## src/rtl/otp_auth_core_if.sv

```systemverilog
// rtl/otp_auth_core_if.sv - OTP authentication core signal bundle (latches, digits, status)
interface otp_auth_core_if #(
    parameter int DIGITS    = 4,
    parameter int DIGIT_W   = 4,
    parameter int MAX_TRIES = 3
);
    localparam int WORD_W  = DIGITS * DIGIT_W;
    localparam int TRIES_W = $clog2(MAX_TRIES + 1);

    logic [WORD_W-1:0]  lfsr_word;
    logic               otp_latch;
    logic [DIGIT_W-1:0] user_digit;
    logic               user_latch;
    logic [WORD_W-1:0]  otp_out;
    logic [WORD_W-1:0]  user_otp_out;
    logic               unlock;
    logic               fail;
    logic               expired;
    logic               locked;
    logic [TRIES_W-1:0] tries;

    modport master (
        output lfsr_word, otp_latch, user_digit, user_latch,
        input  otp_out, user_otp_out, unlock, fail, expired, locked, tries
    );

    modport slave (
        input  lfsr_word, otp_latch, user_digit, user_latch,
        output otp_out, user_otp_out, unlock, fail, expired, locked, tries
    );
endinterface

```

## src/rtl/otp_auth_core.sv

```systemverilog
// rtl/otp_auth_core.sv - OTP capture, digit entry, compare, expiry and lockout (OTP_AUTH_LOCKOUT_EN)
module otp_auth_core #(
    parameter int DIGITS        = 4,
    parameter int DIGIT_W       = 4,
    parameter int EXPIRE_CYCLES = 1000,
    parameter int MAX_TRIES     = 3,
    parameter int LOCK_CYCLES   = 5000,
    parameter int UNLOCK_CYCLES = 100
) (
    input  logic             clk,
    input  logic             reset,
    otp_auth_core_if.slave   bus
);
    localparam int WORD_W  = DIGITS * DIGIT_W;
    localparam int CNT_W   = $clog2(DIGITS + 1);
    localparam int TMR_W   = $clog2(EXPIRE_CYCLES);
    localparam int TRIES_W = $clog2(MAX_TRIES + 1);
`ifdef OTP_AUTH_LOCKOUT_EN
    localparam int HOLD_MAX = (LOCK_CYCLES > UNLOCK_CYCLES) ? LOCK_CYCLES : UNLOCK_CYCLES;
`else
    localparam int HOLD_MAX = UNLOCK_CYCLES;
`endif
    localparam int HOLD_W  = $clog2(HOLD_MAX + 1);

    localparam logic [CNT_W-1:0]  CNT_FULL    = CNT_W'(DIGITS);
    localparam logic [TMR_W-1:0]  TMR_LAST    = TMR_W'(EXPIRE_CYCLES - 1);
    localparam logic [HOLD_W-1:0] UNLOCK_LAST = HOLD_W'(UNLOCK_CYCLES - 1);

    typedef enum logic [2:0] {
        S_IDLE,
        S_ARMED,
        S_CHECK,
        S_UNLOCKED,
        S_LOCKED
    } state_t;

    state_t             state_q;
    logic               otp_latch_q, user_latch_q;
    logic [WORD_W-1:0]  otp_q, user_q;
    logic [CNT_W-1:0]   cnt_q;
    logic [TMR_W-1:0]   timer_q;
    logic [TRIES_W-1:0] tries_q;
    logic [HOLD_W-1:0]  hold_q;
    logic               unlock_q, fail_q, expired_q;
`ifdef OTP_AUTH_LOCKOUT_EN
    localparam logic [HOLD_W-1:0]  LOCK_LAST  = HOLD_W'(LOCK_CYCLES - 1);
    localparam logic [TRIES_W-1:0] TRIES_LAST = TRIES_W'(MAX_TRIES - 1);
    logic               locked_q;
`endif

    logic otp_rise, user_rise;
    assign otp_rise  = bus.otp_latch & ~otp_latch_q;
    assign user_rise = bus.user_latch & ~user_latch_q;

    always_ff @(posedge clk) begin
        if (reset) begin
            state_q      <= S_IDLE;
            otp_latch_q  <= 1'b0;
            user_latch_q <= 1'b0;
            otp_q        <= '0;
            user_q       <= '0;
            cnt_q        <= '0;
            timer_q      <= '0;
            tries_q      <= '0;
            hold_q       <= '0;
            unlock_q     <= 1'b0;
            fail_q       <= 1'b0;
            expired_q    <= 1'b0;
`ifdef OTP_AUTH_LOCKOUT_EN
            locked_q     <= 1'b0;
`endif
        end else begin
            otp_latch_q  <= bus.otp_latch;
            user_latch_q <= bus.user_latch;
            fail_q       <= 1'b0;
            case (state_q)
                S_IDLE: begin
                    if (otp_rise) begin
                        otp_q     <= bus.lfsr_word;
                        user_q    <= '0;
                        cnt_q     <= '0;
                        timer_q   <= '0;
                        expired_q <= 1'b0;
                        state_q   <= S_ARMED;
                    end
                end
                S_ARMED: begin
                    // Expiry outranks everything, including a re-capture or final digit.
                    if (timer_q == TMR_LAST) begin
                        expired_q <= 1'b1;
                        tries_q   <= '0;
                        state_q   <= S_IDLE;
                    end else if (otp_rise) begin
                        otp_q     <= bus.lfsr_word;
                        user_q    <= '0;
                        cnt_q     <= '0;
                        timer_q   <= '0;
                        expired_q <= 1'b0;
                    end else begin
                        timer_q <= timer_q + 1'b1;
                        if (cnt_q == CNT_FULL) begin
                            state_q <= S_CHECK;
                        end else if (user_rise) begin
                            user_q <= (user_q << DIGIT_W) | WORD_W'(bus.user_digit);
                            cnt_q  <= cnt_q + 1'b1;
                        end
                    end
                end
                S_CHECK: begin
                    if (timer_q != TMR_LAST) begin
                        timer_q <= timer_q + 1'b1;
                    end
                    if (user_q == otp_q) begin
                        unlock_q <= 1'b1;
                        hold_q   <= '0;
                        tries_q  <= '0;
                        state_q  <= S_UNLOCKED;
                    end else begin
                        fail_q <= 1'b1;
                        user_q <= '0;
                        cnt_q  <= '0;
`ifdef OTP_AUTH_LOCKOUT_EN
                        tries_q <= tries_q + 1'b1;
                        if (tries_q == TRIES_LAST) begin
                            locked_q <= 1'b1;
                            hold_q   <= '0;
                            state_q  <= S_LOCKED;
                        end else begin
                            state_q <= S_ARMED;
                        end
`else
                        if (tries_q != '1) begin
                            tries_q <= tries_q + 1'b1;
                        end
                        state_q <= S_ARMED;
`endif
                    end
                end
                S_UNLOCKED: begin
                    if (hold_q == UNLOCK_LAST) begin
                        unlock_q <= 1'b0;
                        hold_q   <= '0;
                        state_q  <= S_IDLE;
                    end else begin
                        hold_q <= hold_q + 1'b1;
                    end
                end
`ifdef OTP_AUTH_LOCKOUT_EN
                S_LOCKED: begin
                    if (hold_q == LOCK_LAST) begin
                        locked_q <= 1'b0;
                        tries_q  <= '0;
                        hold_q   <= '0;
                        state_q  <= S_IDLE;
                    end else begin
                        hold_q <= hold_q + 1'b1;
                    end
                end
`endif
                default: state_q <= S_IDLE;
            endcase
        end
    end

    assign bus.otp_out      = otp_q;
    assign bus.user_otp_out = user_q;
    assign bus.unlock       = unlock_q;
    assign bus.fail         = fail_q;
    assign bus.expired      = expired_q;
    assign bus.tries        = tries_q;
`ifdef OTP_AUTH_LOCKOUT_EN
    assign bus.locked       = locked_q;
`else
    assign bus.locked       = 1'b0;
`endif
endmodule
```

## src/flat_wrapper.sv

```systemverilog
// flat-port wrapper written by rule: the top's interface ports become plain ports
module otp_auth_core_flat 
#(
    parameter int DIGITS        = 4,
    parameter int DIGIT_W       = 4,
    parameter int EXPIRE_CYCLES = 1000,
    parameter int MAX_TRIES     = 3,
    parameter int LOCK_CYCLES   = 5000,
    parameter int UNLOCK_CYCLES = 100
)
  (clk, reset, bus_lfsr_word, bus_otp_latch, bus_user_digit, bus_user_latch, bus_otp_out, bus_user_otp_out, bus_unlock, bus_fail, bus_expired, bus_locked, bus_tries);
  otp_auth_core_if #(.DIGITS(DIGITS), .DIGIT_W(DIGIT_W), .MAX_TRIES(MAX_TRIES)) bus_i ();
  input  logic clk;
  input  logic reset;
  input wire logic [$bits(bus_i.lfsr_word)-1:0] bus_lfsr_word;
  input wire logic [$bits(bus_i.otp_latch)-1:0] bus_otp_latch;
  input wire logic [$bits(bus_i.user_digit)-1:0] bus_user_digit;
  input wire logic [$bits(bus_i.user_latch)-1:0] bus_user_latch;
  output wire logic [$bits(bus_i.otp_out)-1:0] bus_otp_out;
  output wire logic [$bits(bus_i.user_otp_out)-1:0] bus_user_otp_out;
  output wire logic [$bits(bus_i.unlock)-1:0] bus_unlock;
  output wire logic [$bits(bus_i.fail)-1:0] bus_fail;
  output wire logic [$bits(bus_i.expired)-1:0] bus_expired;
  output wire logic [$bits(bus_i.locked)-1:0] bus_locked;
  output wire logic [$bits(bus_i.tries)-1:0] bus_tries;
  assign bus_i.lfsr_word = bus_lfsr_word;
  assign bus_i.otp_latch = bus_otp_latch;
  assign bus_i.user_digit = bus_user_digit;
  assign bus_i.user_latch = bus_user_latch;
  assign bus_otp_out = bus_i.otp_out;
  assign bus_user_otp_out = bus_i.user_otp_out;
  assign bus_unlock = bus_i.unlock;
  assign bus_fail = bus_i.fail;
  assign bus_expired = bus_i.expired;
  assign bus_locked = bus_i.locked;
  assign bus_tries = bus_i.tries;
  otp_auth_core #(.DIGITS(DIGITS), .DIGIT_W(DIGIT_W), .EXPIRE_CYCLES(EXPIRE_CYCLES), .MAX_TRIES(MAX_TRIES), .LOCK_CYCLES(LOCK_CYCLES), .UNLOCK_CYCLES(UNLOCK_CYCLES)) u_core (.clk(clk), .reset(reset), .bus(bus_i));
endmodule
```

## config.mk

```make
export PLATFORM = sky130hd
export DESIGN_NAME = otp_auth_core_flat
export DESIGN_NICKNAME = d
export VERILOG_FILES = /design/src/rtl/otp_auth_core_if.sv /design/src/rtl/otp_auth_core.sv /design/src/flat_wrapper.sv
export SDC_FILE = /design/constraint.sdc
export NUM_CORES = 1
export LEC_CHECK = 0
export CAP_MARGIN = 10
export CORE_UTILIZATION = 30
export DETAILED_ROUTE_END_ITERATION = 16
export MAX_ROUTING_LAYER = met4
export PLACE_DENSITY = 0.54
export SETUP_SLACK_MARGIN = 0.15
export SKIP_CTS_REPAIR_TIMING = 1
export SLEW_MARGIN = 20
export SYNTH_ARGS = -nofsm -noshare
export SYNTH_HDL_FRONTEND = slang
export SYNTH_SLANG_ARGS = --single-unit
```

## constraint.sdc

```tcl
create_clock -name clk -period 3.25 [get_ports clk]
set_input_delay 0.65 -clock clk [delete_from_list [all_inputs] [get_ports clk]]
set_output_delay 0.65 -clock clk [all_outputs]
set_load 0.01 [all_outputs]
```

After elaboration in Yosys (flattened, before gate mapping)
Index checks and enable logic that the tools add are counted.
{ "word_totals": {"reg_bits": 62, "latch_bits": 0, "ramBits": 0, "romBits": 0, "in_bits": 24, "out_inout_bits": 38, "wordCells": 99, "memories": 0} }
{ "op_classes": {"n_addsub": 4, "n_mul": 0, "div_mod_pow": 0, "order_cmp": 0, "eq_ne": 21, "shifts": 0, "muxes": 43, "bitwise_logic": 6, "n_reduce_logical": 13} }
{ "op_table": {"columns": ["operator", "n"], "rows": [
  ["16-bit 2-to-1 mux", 8],
  ["16-bit case mux with 3 select lines", 1],
  ["10-bit 2-to-1 mux", 4],
  ["3-bit 2-to-1 mux", 11],
  ["16-bit case mux with 2 select lines", 1],
  ["10-bit case mux with 3 select lines", 1],
  ["16-bit == test", 1],
  ["16-bit by 4-bit bitwise OR with 16-bit output", 1],
  ["7-bit 2-to-1 mux", 2],
  ["7-bit case mux with 2 select lines", 1],
  ["3-bit case mux with 4 select lines", 1],
  ["10-bit by 1-bit adder with 10-bit output, second input constant", 1],
  ["10-bit == test, second input constant", 1],
  ["10-bit != test, second input constant", 1],
  ["2-bit by 1-bit != test with 1-bit output, second input constant", 5],
  ["3-bit by 1-bit != test with 1-bit output, second input constant", 3],
  ["3-bit case mux with 3 select lines", 1],
  ["2-bit 2-to-1 mux", 4],
  ["4-bit AND reduction", 2],
  ["7-bit by 1-bit adder with 7-bit output, second input constant", 1],
  ["7-bit == test, second input constant", 1],
  ["3-bit by 2-bit == test with 1-bit output, second input constant", 2],
  ["2-bit != test, second input constant", 3],
  ["3-bit AND reduction", 2],
  ["17 further kinds", 28]
]} }

Longest topological paths before layout
{ "logic_depth": {"ltp_word": 7, "ltp_mapped": 8, "mapped_depth_nobuf": 7} }

Worst setup path after synthesis
No wires, ideal clock.
{ "synth_path": {"kind": "input to register", "from": "input port bus_otp_latch", "to": "register u_core.user_q[0] (netlist: u_core.bus.user_otp_out[0])", "setup_time_ns": 0.072, "arrival_ns": 2.070, "required_ns": 3.178, "path_slack_ns": 1.108, "cell_stages": 7, "path_cell_list": "nand2b_1 a21oi_1 nand2_1 a221oi_1 buf_2 buf_2 mux2i_1"} }
{ "synth_via": {"elab_chain_cells": 4, "elab_cells_between_ends": 8} }
{ "synth_rtl": {"columns": ["item", "line_no", "rtl"], "rows": [
  ["from (decl)", "flat_wrapper.sv:16", "input wire logic [$bits(bus_i.otp_latch)-1:0] bus_otp_latch;"],
  ["1-bit bitwise AND *", "otp_auth_core.sv:52", "assign otp_rise = bus.otp_latch & ~otp_latch_q;"],
  ["16-bit 2-to-1 mux", "otp_auth_core.sv:93", "end else if (otp_rise) begin"],
  ["16-bit 2-to-1 mux", "otp_auth_core.sv:89", "if (timer_q == TMR_LAST) begin"],
  ["16-bit case mux with 3 select lines", "otp_auth_core.sv:76", "case (state_q)"],
  ["to (signal assigned)", "otp_auth_core.sv:104", "user_q <= (user_q << DIGIT_W) | WORD_W'(bus.user_digit);"],
  ["to (decl)", "otp_auth_core.sv:39", "logic [WORD_W-1:0] otp_q, user_q;"]
]} }
Every way passes the cells marked *; elsewhere a longest branch is shown, timed or not. The select of a mux whose other input is x is not followed.
A chain may end at the register's enable or synchronous reset.

Final worst setup path
{ "layout_path": {"from": "input port bus_otp_latch", "to": "register u_core.timer_q[8]"} }
{ "layout_via": {"elab_chain_cells": 4, "elab_cells_between_ends": 6} }
{ "layout_rtl": {"columns": ["item", "line_no", "rtl"], "rows": [
  ["1-bit bitwise AND *", "otp_auth_core.sv:52", null],
  ["10-bit 2-to-1 mux", "otp_auth_core.sv:93", null],
  ["10-bit 2-to-1 mux", "otp_auth_core.sv:89", null],
  ["10-bit case mux with 3 select lines", "otp_auth_core.sv:76", null],
  ["to (signal assigned)", "otp_auth_core.sv:100", "timer_q <= timer_q + 1'b1;"],
  ["to (signal assigned)", "otp_auth_core.sv:111", "timer_q <= timer_q + 1'b1;"],
  ["to (decl)", "otp_auth_core.sv:41", "logic [TMR_W-1:0] timer_q;"]
]} }
Marked as above.

==> metrics.md <==
| Metric | Value |
|---|---|
| WL met2 | `approximately 3.3 mm` |
| Hold endpoint | `u_core.timer_q[1]` |
| CTS Sinks | `61` |
| Register-to-register path setup slack | `0.95 ns` |
| Critical path's most frequent cell | `a21oi_1` |
| Hold Path Cell Cnt | `2` |
| Commonest non-fill, non-tap cells in the layout | `61 x dfxtp_1, 60 x clkdlybuf4s50_1, 35 x nand2_1, 35 x mux2i_1` |
| Post-synth EDFFs | `0` |
| Max incr delay on CP | `around 0.60 ns` |
| Via count of the first global-routing pass | `around 2,400` |
| Final setup fails | `0` |
| Mapped Cells | `351` |
| Via count | `roughly 2,700` |
| Worst Tran Pin Value | `about 0.85 ns` |
| Placement row count | `36` |
| Reg2reg end | `u_core.hold_q[4]` |
| DIE HEIGHT | `between 100 and 150 um` |
| Sequential-to-total area share from yosys stat | `a little under 40%` |
| FFs w/ async S/R, synth | `0%` |
| Final wirelength | `approximately 7.6 mm` |
| Crit path kind | `in2reg` |
| IO buf count | `60` |
| Mapped cell area | `just over 0.003 mm2` |
| DR DRC count | `0` |
| GP Congestion | `0.784` |
| RSZ-0062 raised after global routing | `no` |
| DIE AREA | `0.0107 mm2` |
| Reg area | `around 0.0012 mm2` |
| Yosys Warn Count | `0` |
| TritonCTS clock tree | `built` |
| CP Max Fanout | `9` |
| Layout net count | `approximately 440` |
| Endpoints failing hold | `0` |
| Synth-to-Final Area Change | `32.3%` |
| Total GRT Usage | `15.2%` |
| Crit path cell chain | `clkdlybuf4s50_1 > nand2b_1 > a21oi_1 > nand4b_1 > or4_1 > a21oi_1` |
| Antenna violation net count after detailed routing | `0` |
| RR Startpoint | `u_core.bus.user_otp_out[3]` |
| Met3 WL | `approximately 230 um` |
| Avg Inst Size Synth | `around 8.8 um2` |
| Worst hold path type | `reg2reg` |
| Clock root buffer | `clkbuf_8` |
| Largest net degree at the start of global routing | `42` |
| Part of the cycle the worst path needs | `between 70% and 80%` |
| Slowest-stage cell, CP | `or4_1` |
| Final Power | `about 2.5 mW` |
| Drt first pass iters | `5` |
| Fin. max-slew vios | `0` |
| Most common cell after layout, fill and taps aside | `dfxtp_1` |
| Fin crit period | `2.48 ns` |
| FILL cells | `between 900 and 1,000` |
| Synth cell types | `52` |
| Ports | `62` |
| Worst-Skew Late Latency | `0.34 ns` |
| Drt wl/cell | `roughly 14 um` |
| R2R depth | `5` |
| Core box area | `between 0.009 and 0.01 mm2` |
| Layout cells sized above 1 | `roughly 8.4%` |
| Synthesized flop and latch total | `61` |
| Clk slew on worst S/H paths | `0.07 ns` |
| Pwr Density | `a little over 600 mW/mm2` |
| Headroom to the max-slew limit | `a little over two fifths` |
| Most used DFF post-synth | `dfxtp_1` |
| Peak VDD IR | `around 0.28 mV` |
| Total global routing overflow | `0` |
| Hold_sp | `u_core.timer_q[1]` |
| Synth Net Count | `384` |
| CP arrival | `about 2.8 ns` |
| Ant. Diodes | `0` |
| DR top layer | `met4` |
| Starting Density | `between 30% and 40%` |
| Endpoint class of the critical path | `register` |
| H-tree depth | `3` |
| Top achievable clock speed | `just over 400 MHz` |
| CTS Buf Count | `9` |
| Critical Path RT | `between 3 and 4 ns` |
| First DRT Iteration DRCs | `around 120` |
| Setup TNS | `0 ns` |
| Outcome | `finished clean` |
| Maxcap violations | `0` |
| Multi-input gate area | `between 0.0015 and 0.002 mm2` |
| Via/cell ratio | `4.90` |
| Die Wd | `103 um` |
| Detailed placer's ending HPWL | `between 5 and 6 mm` |
| Initial antenna violation count | `0` |
| Setup crit start kind | `primary input` |
| Clock Skew | `roughly 0.0073 ns` |
| WL met1 | `approximately 4 mm` |
| First-pass GRT wire length | `around 12 mm` |
| Clock Tree Buf Depth | `2` |
| Leakage power | `between 1 and 1.5 nW` |
## where the power goes
| part | internal (mW) | switching, mW |
|---|---|---|
| Clock | 0.529 | 0.310 |
| Sequential | 0.796 | 0.0499 |
| Combinational | 0.334 | 0.458 |
| Total | 1.66 | 0.818 |
## cell usage after synthesis (2+ instances only)
library cell | instances | area, um2
mux2_2 | 2 | 22.5
dfxtp_1 | 61 | 1220
or4_1 | 6 | 45.0
ha_1 | 9 | 113
nand4_1 | 5 | 31.3
or3_1 | 5 | 31.3
nand2b_1 | 2 | 12.5
a31oi_1 | 3 | 18.8
xnor2_1 | 16 | 140
clkbuf_1 | 12 | 45.0
buf_2 | 3 | 15.0
a21oi_1 | 18 | 90.1
nor2_1 | 29 | 109
inv_1 | 11 | 41.3
nand3_1 | 29 | 145
mux2i_1 | 35 | 350
nand2_1 | 35 | 131
nor2b_1 | 3 | 18.8
o21ai_0 | 16 | 80.1
a2bb2oi_1 | 2 | 17.5
nor3b_1 | 3 | 22.5
or3b_2 | 3 | 26.3
o31ai_1 | 5 | 37.5
and3_1 | 3 | 18.8
nand4b_1 | 2 | 17.5
nor3_1 | 6 | 30.0
o211ai_1 | 2 | 15.0
## per-stage QoR
step,setup WS [ns],instances,util (%),cell area [um2],hold WS [ns]
4_1_cts,0.828,549,41.4,4090,0.486
3_3_place_gp,0.502,533,38.9,3840,0.466
2_1_floorplan,1.11,351,-,3090,0.449
3_5_place_dp,0.467,533,38.9,3840,0.472
6_report,0.769,549,41.4,4090,0.479
5_1_grt,0.666,549,41.4,4090,0.504
## per-layer routing
layer,vias to the layer above,GRT usage (%)
met3,7,4.10
li1,1375,-
met2,50,21.7
met1,1258,20.9
met5,-,-
met4,0,4.66
## critical path, delay by kind of cell
family,cells,cell delay (ns)
buf+inv,1,0.48
simple gates,3,1.13
compound gates,2,0.49
## cell families (layout without fill, tap and decap cells)
kind of cell,after synthesis,count (layout),synth area share (%)
XOR/XNOR,16,16,4.54
flip-flops,61,61,39.6
adder cells (fa/ha/maj),9,9,3.65
buffers and inverters,28,93,3.89
other,1,1,0.121
AO/OA/AOI/OAI,57,57,11.7
multiplexers,38,38,12.4
AND/OR/NAND/NOR,141,141,24.1
## cell type report
cell class                      instances  share of cell area (%)
Sequential cell                        61                    29.9
Multi-Input combinational cell        262                    43.2
Tap cell                              133                    4.07
Clock buffer                           10                    3.37
Timing Repair Buffer                   66                    15.8
Clock inverter                          6                    2.70
Inverter                               11                    1.01
## flip-flops by register name (all words and copies together) (netlist names)
register and cells:
u_core.bus.user_otp_out 16, u_core.cnt_q 3, u_core.hold_q 7, u_core.otp_latch_q 1, u_core.bus.otp_out 16, u_core.bus.tries 2, u_core.bus.expired 1, u_core.bus.unlock 1
u_core.bus.fail 1, u_core.user_latch_q 1, u_core.timer_q 10, u_core.state_q 2
## worst max-delay path by stage
| stage | from | endpoint | depth (start not counted) |
|---|---|---|---|
| 2_1_floorplan | bus_otp_latch | u_core.bus.user_otp_out[0] | 7 |
| 3_3_place_gp | bus_otp_latch | u_core.timer_q[8] | 6 |
| 3_5_place_dp | bus_otp_latch | u_core.timer_q[8] | 6 |
| 4_1_cts | bus_otp_latch | u_core.timer_q[8] | 6 |
| 5_1_grt | bus_otp_latch | u_core.timer_q[8] | 6 |
| 6_report | bus_otp_latch | u_core.timer_q[8] | 6 |
Note: power is estimated with default switching activity, not from simulation.
